===== src/rtl/cbb_barrel_shifter_pkg.sv =====
// cbb_pkg: shared definitions for the common-building-block shifter family.
//   clog2      - ceiling log2, used to size the mux network at elaboration
//   DIR_LEFT   - shift towards the MSB
//   DIR_RIGHT  - shift towards the LSB
package cbb_pkg;

   localparam int unsigned DIR_LEFT  = 0;
   localparam int unsigned DIR_RIGHT = 1;

   function automatic int unsigned clog2(input int unsigned value);
      int unsigned result;
      result = 0;
      for (int unsigned i = 0; i < 32; i++) begin
         if ((64'd1 << i) < 64'(value)) result = i + 1;
      end
      return result;
   endfunction

endpackage


===== src/rtl/cbb_barrel_shifter_if.sv =====
// cbb_barrel_shifter_if: request/result bundle of the barrel shifter.
//   in_valid      - data_in/shift_amount are sampled this cycle
//   data_in       - word to shift (W bits)
//   shift_amount  - unsigned shift distance (SHIFT_W bits)
//   out_valid     - data_out holds a new result
//   data_out      - registered shifted/rotated word (W bits)
// master drives the request side, slave is the shifter.
interface cbb_barrel_shifter_if #(
   parameter int unsigned W       = 8,
   parameter int unsigned SHIFT_W = 32
);
   logic               in_valid;
   logic [W-1:0]       data_in;
   logic [SHIFT_W-1:0] shift_amount;
   logic               out_valid;
   logic [W-1:0]       data_out;

   modport master (
      output in_valid, data_in, shift_amount,
      input  out_valid, data_out
   );

   modport slave (
      input  in_valid, data_in, shift_amount,
      output out_valid, data_out
   );
endinterface


===== src/rtl/cbb_barrel_shifter_stage.sv =====
// cbb_barrel_stage: one level of the barrel shifter mux network.
//   sel  - when high, dout is din moved by SHIFT positions; else dout = din
//   din  - stage input word
//   dout - stage output word
// DIR selects left/right; ROTATE selects circular wrap versus zero fill.
module cbb_barrel_stage
   import cbb_pkg::*;
#(
   parameter int unsigned W      = 8,
   parameter int unsigned SHIFT  = 1,
   parameter int unsigned DIR    = DIR_LEFT,
   parameter int unsigned ROTATE = 1
) (
   input  logic         sel,
   input  logic [W-1:0] din,
   output logic [W-1:0] dout
);

   logic [W-1:0] moved;

   generate
      if (DIR == DIR_LEFT) begin : g_left
         if (ROTATE != 0) begin : g_rot
            assign moved = (din << SHIFT) | (din >> (W - SHIFT));
         end else begin : g_log
            assign moved = din << SHIFT;
         end
      end else begin : g_right
         if (ROTATE != 0) begin : g_rot
            assign moved = (din >> SHIFT) | (din << (W - SHIFT));
         end else begin : g_log
            assign moved = din >> SHIFT;
         end
      end
   endgenerate

   always_comb begin
      dout = din;
      if (sel) dout = moved;
   end

endmodule


===== src/rtl/cbb_barrel_shifter.sv =====
// cbb_barrel_shifter: single-cycle variable rotate / logical shift.
//   clk  - rising-edge clock
//   rst  - synchronous active-high reset (clears data_out and out_valid)
//   bus  - slave side of cbb_barrel_shifter_if (in_valid, data_in,
//          shift_amount in; out_valid, data_out out)
// log2(W) cascaded mux stages feed one output register; latency 1 cycle.
module cbb_barrel_shifter
   import cbb_pkg::*;
#(
   parameter int unsigned W       = 8,
   parameter int unsigned SHIFT_W = 32,
   parameter int unsigned DIR     = DIR_LEFT,
   parameter int unsigned ROTATE  = 1
) (
   input logic                 clk,
   input logic                 rst,
   cbb_barrel_shifter_if.slave bus
);

   localparam int unsigned S = clog2(W);

   generate
      if (W < 2 || W > 1024 || (W & (W - 1)) != 0) begin : g_bad_w
         $error("cbb_barrel_shifter: W must be a power of two in 2..1024");
      end
      if (SHIFT_W < 1) begin : g_bad_sw
         $error("cbb_barrel_shifter: SHIFT_W must be at least 1");
      end
      if (DIR > 1 || ROTATE > 1) begin : g_bad_mode
         $error("cbb_barrel_shifter: DIR and ROTATE must be 0 or 1");
      end
   endgenerate

   logic [S-1:0] amt;
   logic         over;
   logic [W-1:0] stage_data [0:S];
   logic [W-1:0] next_data;
   logic [W-1:0] data_q;
   logic         valid_q;

   // Low S bits are the mod-W amount; narrow shift_amount is zero-extended.
   generate
      for (genvar k = 0; k < S; k++) begin : g_amt
         if (k < SHIFT_W) begin : g_bit
            assign amt[k] = bus.shift_amount[k];
         end else begin : g_pad
            assign amt[k] = 1'b0;
         end
      end
      if (SHIFT_W > S) begin : g_over
         assign over = |bus.shift_amount[SHIFT_W-1:S];
      end else begin : g_no_over
         assign over = 1'b0;
      end
   endgenerate

   assign stage_data[0] = bus.data_in;

   generate
      for (genvar k = 0; k < S; k++) begin : g_stage
         cbb_barrel_stage #(
            .W      (W),
            .SHIFT  (1 << k),
            .DIR    (DIR),
            .ROTATE (ROTATE)
         ) u_stage (
            .sel  (amt[k]),
            .din  (stage_data[k]),
            .dout (stage_data[k+1])
         );
      end
   endgenerate

   // Logical mode: any amount >= W clears the word entirely.
   always_comb begin
      next_data = stage_data[S];
      if (ROTATE == 0 && over) next_data = '0;
   end

   always_ff @(posedge clk) begin
      if (rst) begin
         data_q  <= '0;
         valid_q <= 1'b0;
      end else begin
         valid_q <= bus.in_valid;
         if (bus.in_valid) data_q <= next_data;
      end
   end

   assign bus.data_out  = data_q;
   assign bus.out_valid = valid_q;

endmodule


===== src/flat_wrapper.sv =====
// flat-port wrapper written by rule: the top's interface ports become plain ports
module cbb_barrel_shifter_flat import cbb_pkg::*;
#(
   parameter int unsigned W       = 8,
   parameter int unsigned SHIFT_W = 32,
   parameter int unsigned DIR     = DIR_LEFT,
   parameter int unsigned ROTATE  = 1
)
  (clk, rst, bus_in_valid, bus_data_in, bus_shift_amount, bus_out_valid, bus_data_out);
  cbb_barrel_shifter_if #(.W(W), .SHIFT_W(SHIFT_W)) bus_i ();
  input logic clk;
  input logic rst;
  input wire logic [$bits(bus_i.in_valid)-1:0] bus_in_valid;
  input wire logic [$bits(bus_i.data_in)-1:0] bus_data_in;
  input wire logic [$bits(bus_i.shift_amount)-1:0] bus_shift_amount;
  output wire logic [$bits(bus_i.out_valid)-1:0] bus_out_valid;
  output wire logic [$bits(bus_i.data_out)-1:0] bus_data_out;
  assign bus_i.in_valid = bus_in_valid;
  assign bus_i.data_in = bus_data_in;
  assign bus_i.shift_amount = bus_shift_amount;
  assign bus_out_valid = bus_i.out_valid;
  assign bus_data_out = bus_i.data_out;
  cbb_barrel_shifter #(.W(W), .SHIFT_W(SHIFT_W), .DIR(DIR), .ROTATE(ROTATE)) u_core (.clk(clk), .rst(rst), .bus(bus_i));
endmodule

===== config.mk =====
export PLATFORM = sky130hd
export DESIGN_NAME = cbb_barrel_shifter_flat
export DESIGN_NICKNAME = d
export VERILOG_FILES = /design/src/rtl/cbb_barrel_shifter_pkg.sv /design/src/rtl/cbb_barrel_shifter_if.sv /design/src/rtl/cbb_barrel_shifter_stage.sv /design/src/rtl/cbb_barrel_shifter.sv /design/src/flat_wrapper.sv
export SDC_FILE = /design/constraint.sdc
export NUM_CORES = 1
export LEC_CHECK = 0
export ABC_AREA = 1
export CORE_AREA = 5 5 42 44
export DETAILED_ROUTE_END_ITERATION = 7
export DIE_AREA = 0 0 47 49
export DONT_BUFFER_PORTS = 1
export PLACE_DENSITY = 0.66
export SLEW_MARGIN = 0
export SYNTH_ARGS = -nofsm -noshare
export SYNTH_HDL_FRONTEND = slang
export SYNTH_HIERARCHICAL = 1
export SYNTH_SLANG_ARGS = --single-unit

===== constraint.sdc =====
create_clock -name clk -period 1 [get_ports clk]
set_clock_uncertainty 0.15 [all_clocks]
set_input_delay 0.1 -clock clk [delete_from_list [all_inputs] [get_ports clk]]
set_output_delay 0.1 -clock clk [all_outputs]
set_load 0.005 [all_outputs]

# Yosys cells after proc, flatten, opt, wreduce, memory -nomap -nowiden
# Index checks and enable logic that the tools add are counted.
[totals] out_inout_bits=9 ff_bits=9 inputBits=43 word_cells=8
[op_classes] mux=3 bitwise_logic=3
[op_table] cell="8-bit two-way mux" n=3
[op_table] cell="8-bit by 1-bit OR with 8-bit output" n=1
[op_table] cell="8-bit by 2-bit OR with 8-bit output" n=1
[op_table] cell="8-bit by 4-bit OR with 8-bit output" n=1

# Logic depth before layout (Yosys ltp)
# Gate-level depths: netlist (run 1).
[logic_depth] word_depth=6 mapped_depth=12 ltp_nobuf=11

# Cells and area by module
# Netlist (run 1), hierarchy kept.
[by_module_without_submodules] module="cbb_barrel_shifter" cells_each=54 seq_area_each_um2=180.2 instances=1 area_per_inst_um2=369.1
[by_module_without_submodules] module="cbb_barrel_stage" cells_each=26 seq_area_each_um2=0.0 instances=3 area_per_inst_um2=105.1

# Worst setup path after synthesis (run 1)
# Ideal clock, no wire load.
[synth_path] kind="input-to-reg" startpoint="input port bus_shift_amount[0]" endpoint="register u_core.data_q[6] (netlist: u_core/bus.data_out[6])" path_buffers=1 setup_ps=62 required_ps=788 cell_stages=12 slack_ps=-31 t_arrival_ps=819 path_cell_list="buf_6 -> inv_2 -> nand2_1 -> nand2_1 -> nand2_1 -> nand2_1 -> nand2_1 -> nand2_1 -> inv_1 -> nand2_2 -> nand2_1 -> nor2_2"
[synth_rtl] item="from (decl)" line="flat_wrapper.sv:15" source="input wire logic [$bits(bus_i.shift_amount)-1:0] bus_shift_amount;"
[synth_rtl] item="to (signal assigned)" line="cbb_barrel_shifter.sv:86" source="if (bus.in_valid) data_q <= next_data;"
[synth_rtl] item="to (decl)" line="cbb_barrel_shifter.sv:38" source="logic [W-1:0] data_q;"

==> results of run 1 <==
## logic make-up (layout without fill, tap and decap cells)
family	Yosys count	after routing	synth area share [%]
buffers and inverters	18	19	15.4
and+or+nand+nor	105	105	58.3
DFF	9	9	26.3
## placed cells by master, fill, tap and decap left out
cell type,netlist,routed
nor2_2,1,1
inv_2,4,4
inv_8,0,1
nor2_1,16,16
nand2_2,1,2
nand2_1,87,86
clkbuf_4,0,3
dfxtp_1,9,9
inv_1,9,8
dlygate4sd3_1,0,2
clkbuf_1,0,1
## worst register-to-register path, cell delays in order, from the launching register on
cell	delay [ns]
dfxtp_1	0.32
nor2_1	0.11
nor2_2	0.04
## where the power goes
part	leakage (nW)	internal (W)	switching (W)
Sequential	0.0747	0.000386	0.0000176
Clock	0.0150	0.000153	0.000122
Combinational	0.349	0.0000799	0.000115
## repair_timing
| action | CTS | global route |
|---|---|---|
| gates resized for setup | 0 | 1 |
| endpoints found under the hold margin | 9 | 8 |
| setup endpoints to repair | 0 | 8 |
## per-stage QoR
step	cells	total power, W	util, %	instance area (um2)
2_1_floorplan	132	0.000616	-	703
3_3_place_gp	143	0.000595	47.0	658
3_5_place_dp	143	0.000600	47.0	658
4_1_cts	149	0.000880	50.3	704
5_1_grt	149	0.000952	50.3	704
6_report	149	0.000874	50.3	704
## synthesized netlist by cell type (all sizes together)
cell type	n
dfxtp	9
buf	5
inv	13
nor2	17
nand2	88
## cell type report
cell class | instances | area [um2] | area share (%)
well taps | 16 | 20.0 | 2.84
flip-flops and latches | 9 | 180 | 25.6
clock buffers | 4 | 26.3 | 3.73
multi-input cells | 105 | 402 | 57.0
repair buffers | 2 | 20.0 | 2.84
inverters | 13 | 56.3 | 7.99
## state kept, by name (all words and copies together), names as in the netlist
register              flops
u_core/bus.data_out       8
u_core/bus.out_valid      1
## per-layer routing
layer / track usage [%] / up-vias / share of wire [%]
met1: 15.8 / 248 / 45
met5: 0 / - / 0
met3: 2.58 / 2 / 7.4
li1: - / 381 / -
met2: 17.4 / 21 / 46
met4: 11.1 / 0 / 1.5
## worst min-delay path by stage
stage / startpoint / endpoint / cells past startpoint
after floorplan: rst / u_core/bus.out_valid / 1
after global placement: rst / u_core/bus.out_valid / 1
after detailed placement: rst / u_core/bus.out_valid / 1
after CTS: bus_in_valid / u_core/bus.data_out[6] / 2
after global routing: bus_in_valid / u_core/bus.data_out[5] / 2
final: bus_in_valid / u_core/bus.data_out[6] / 2
==> metrics.txt, run 1 <==
status=finished, violations left; failing checks=negative hold slack; Worst-Skew Late Latency=0.26 ns; residual overflow from global routing=0; Setup TNS=0 ns; ANT nets after route=0; Cell variety after synth=8; DRT Pass-1 Iters=4; Initial Util=48.8%; VDD IR max=373 uV; antenna cells=0; Mapped Nets=about 180; drt total wl=roughly 1.3 mm; post-cts hold buffer count=2; hold slack final=-0.188 ns; crit-path cells=dlygate4sd3_1, inv_2, nand2_1, nor2_2; chip height=49 um; Max Fclk=~1100 MHz; top cell type's share of synthesized area=47.7%; final worst slack=about 0.09 ns; die area=2300 um2; drt via density=4.38; CP bufs+invs=2; core box area=1400 um2; share of layout cells above drive strength 1=between 8 and 9%; CP Capture Type=flip-flop; Max Cap Violations=0; FF-to-FF path depth=2; Slew Limit Headroom=91.6%; via count=652; clock buffer depth=2; fillers=164; cells after synthesis=roughly 130; CTS tree=yes; power density over the cells=1240 nW/um2; Die X=47 um; #FFs+latches synth=9; final setup vio count=0; WP depth=4; boundary pin count=52; CP Launch Point=rst; first-pass GRT wire length=2.13 mm; r2r setup slk=approximately 0.28 ns; crit-path max FO=8; Setup CP Type=input port to flip-flop; CTS H-tree depth=1; max incr delay on CP=approximately 0.57 ns; RSZ-0062 raised after global routing=no; ranking of synthesized cells by area=nand2_1 (48%), dfxtp_1 (26%), nor2_1 (8.8%); P&R area growth vs syn=2.93%; GPL Wtd Cong=0.729; RR Startpoint=u_core/bus.data_out[6]; clk sinks=9; CTS clk-pin slew, worst paths=0.06 ns; crit path DAT=0.97 ns; Pleak=~0.44 nW; Fin. Hold Viols=8; CTS root buf=clkbuf_4; sequential area share after synthesis=26.3%; I/O Buffers=0; Worst path slowest cell=dlygate4sd3_1; Cell Area, Synth=~680 um2; worst hold-check path type=input port to flip-flop; DRC violations left=0; worst endpoint required time=1.06 ns; total global-route track usage=about an eighth; largest net degree at the start of global routing=18; syn_area_per_cell=between 5 and 6 um2; pin slew with the least headroom to its limit=0.126 ns; CP delay by family, top=buffers and inverters; Synth area leader=nand2_1; YS warnings=6; drt wl/cell=8.56 um; num rows=14; Worst R2R End=u_core/bus.data_out[6]; fin nets=roughly 180; Setup Buffers After CTS=0; Critical path destination=u_core/bus.data_out[6]; Worst setup SP type=input port; Initial DRC Count=12; fin crit share=91.2%; Num CTS Buffers=3; Final Slew Violations=0; Placement Setup Slack=0.0318 ns; fin crit period=0.912 ns; dpl hpwl=1.02 mm; initial antenna violation count=0; vias in the first global route=roughly 530
No activity file was read; power rests on OpenSTA's default activity.
==> inputs of run 2 (changes only) <==
--- a/config.mk
+++ b/config.mk
@@ -10,7 +10,8 @@
 export DETAILED_ROUTE_END_ITERATION = 7
 export DIE_AREA = 0 0 47 49
 export DONT_BUFFER_PORTS = 1
-export PLACE_DENSITY = 0.66
+export PLACE_DENSITY = 0.65
+export SETUP_SLACK_MARGIN = 0.15
 export SLEW_MARGIN = 0
 export SYNTH_ARGS = -nofsm -noshare
 export SYNTH_HDL_FRONTEND = slang
==> run 2 against run 1 <==
  * The flow still finishes with violations (negative hold slack)
  * Largest power group unchanged
  * Flip-flop and latch count unchanged
  * Core utilization increased by 0.089 points
  * Combinational power decreased by 3%
  * Register-to-register slack about the same
  * Final area increased by 0.18%
  * Via count decreased by 1.2%
  * Highest routed layer is now met3
==> metrics.txt, run 2 (synthesis gave the netlist of run 1 again) <==
status=finished, violations left; failing checks=negative hold slack; initial antenna violation count=0 (unchanged); chip height=49 um (unchanged); final worst slack=0.161 ns (+0.0729 ns); pin slew with the least headroom to its limit=0.228 ns (+0.102 ns); max FFs per register=8 (unchanged); Setup Buffers After CTS=0 (unchanged); dpl hpwl=1.01 mm (-0.71%); largest net degree at the start of global routing=18 (unchanged); Placement Setup Slack=0.0541 ns (+0.0223 ns); boundary pin count=52 (unchanged); clk sinks=9 (unchanged); commonest non-fill, non-tap cell in the layout=nand2_1; footprint of the multi-input gates=402 um2 (unchanged); via count=644 (-1.2%); ANT nets after route=0 (unchanged); Setup CP Type=flip-flop to output port; CTS H-tree depth=1 (unchanged); Max Cap Violations=0 (unchanged); drt total wl=1.24 mm (-2.9%); fin nets=176 (-0.56%); share of layout cells above drive strength 1=14.4% (+6.1 points); I/O Buffers=0 (unchanged); CTS clk-pin slew, worst paths=0.06 ns (about the same); Max Fclk=1190 MHz (+8.7%); Worst setup SP type=flip-flop; worst hold-check path type=input port to flip-flop; most frequent cells in the layout=nand2_1 (86), nor2_1 (16), inv_1 (9), dfxtp_2 (9); hold slack final=-0.174 ns (+0.0138 ns); fin crit period=0.839 ns (-0.0729 ns); Core Util, Final=50.4% (+0.089 points); fillers=157 (-4.3%); post-cts hold buffer count=1 (-1); VDD IR max=300 uV (-20%); vias in the first global route=523 (-2.1%); Die X=47 um (unchanged); drt wl/cell=8.37 um (-2.2%); final setup vio count=0 (unchanged); residual overflow from global routing=0 (unchanged); num rows=14 (unchanged); worst endpoint required time=0.75 ns (-0.31 ns); CP Capture Type=output port; core box area=1400 um2 (unchanged); total global-route track usage=11.7% (-0.99 points); DRT Pass-1 Iters=4 (unchanged); crit path DAT=0.59 ns (-0.38 ns); DRC violations left=0 (unchanged); die area=2300 um2 (unchanged); power density over the cells=1230 nW/um2 (-1.2%); Pleak=0.440 nW (+0.24%); Num CTS Buffers=3 (unchanged); fin crit share=83.9% (-7.3 points); Worst-Skew Late Latency=0.25 ns (about the same); Initial Util=48.8% (unchanged); first-pass GRT wire length=2.02 mm (-5.2%); P&R area growth vs syn=3.11%; CTS tree=yes; crit-path max FO=2 (-6); antenna cells=0 (unchanged); Sequential Area=191 um2 (+6.3%); Initial DRC Count=9 (-3); drt via density=4.35 (-0.56%); CTS root buf=clkbuf_4; Fin. Hold Viols=8 (unchanged); clock buffer depth=2 (unchanged); Final Slew Violations=0 (unchanged); GPL Wtd Cong=0.739 (+1.3%); Slew Limit Headroom=84.8% (-6.8 points); RSZ-0062 raised after global routing=yes
run 2: final cells by class:
| cell class | count | area share [%] |
|---|---|---|
| inverters | 13 | 7.98 |
| repair buffers | 1 | 1.42 |
| clock buffers | 4 | 3.72 |
| flip-flops and latches | 9 | 27.1 |
| multi-input cells | 105 | 56.9 |
| well taps | 16 | 2.84 |
run 2: worst paths after layout:
check	end	startpoint	depth (start not counted)	slack (ns)
min	u_core/bus.data_out[6]	bus_in_valid	2	-0.17
max reg2reg	u_core/bus.data_out[6]	u_core/bus.data_out[6]	2	0.28
min reg2reg	u_core/bus.data_out[6]	u_core/bus.data_out[6]	2	0.31
max	bus_data_out[1]	u_core/bus.data_out[1]	0	0.16
run 2: through the flow:
| stage | hold slack, ns | setup TNS (ns) | cell area (um2) | cells | total power (W) |
|---|---|---|---|---|---|
| after floorplan | 0.0206 | -0.00237 | 703 | 132 | 0.000616 |
| final | -0.174 | 0 | 706 | 148 | 0.000865 |
| after CTS | -0.184 | 0 | 704 | 148 | 0.000875 |
| after global routing | -0.169 | 0 | 706 | 148 | 0.000934 |
| after detailed placement | 0.0239 | 0 | 658 | 143 | 0.000599 |
| after global placement | 0.0212 | 0 | 658 | 143 | 0.000595 |
run 2: worst reg2reg max path, delay by kind of cell, from the launching register on:
family,cells,cell delay (ns)
simple gates,2,0.15
flops,1,0.32
run 2: what timing repair did:
item	4_1_cts	5_1_grt
endpoints found under the setup margin	8	9
hold endpoints to repair	9	8
resized for setup	8	1
run 2: layer usage:
metal	GRT usage [%]	part of all wire (%)
met5	0	0
met4	8.29	0
met3	3.69	9.4
met2	16.3	45
met1	14.4	45
run 2: power breakdown:
group	switching [W]	internal (W)
Clock	0.000113	0.000153
Sequential	0.0000177	0.000391
Combinational	0.000112	0.0000771
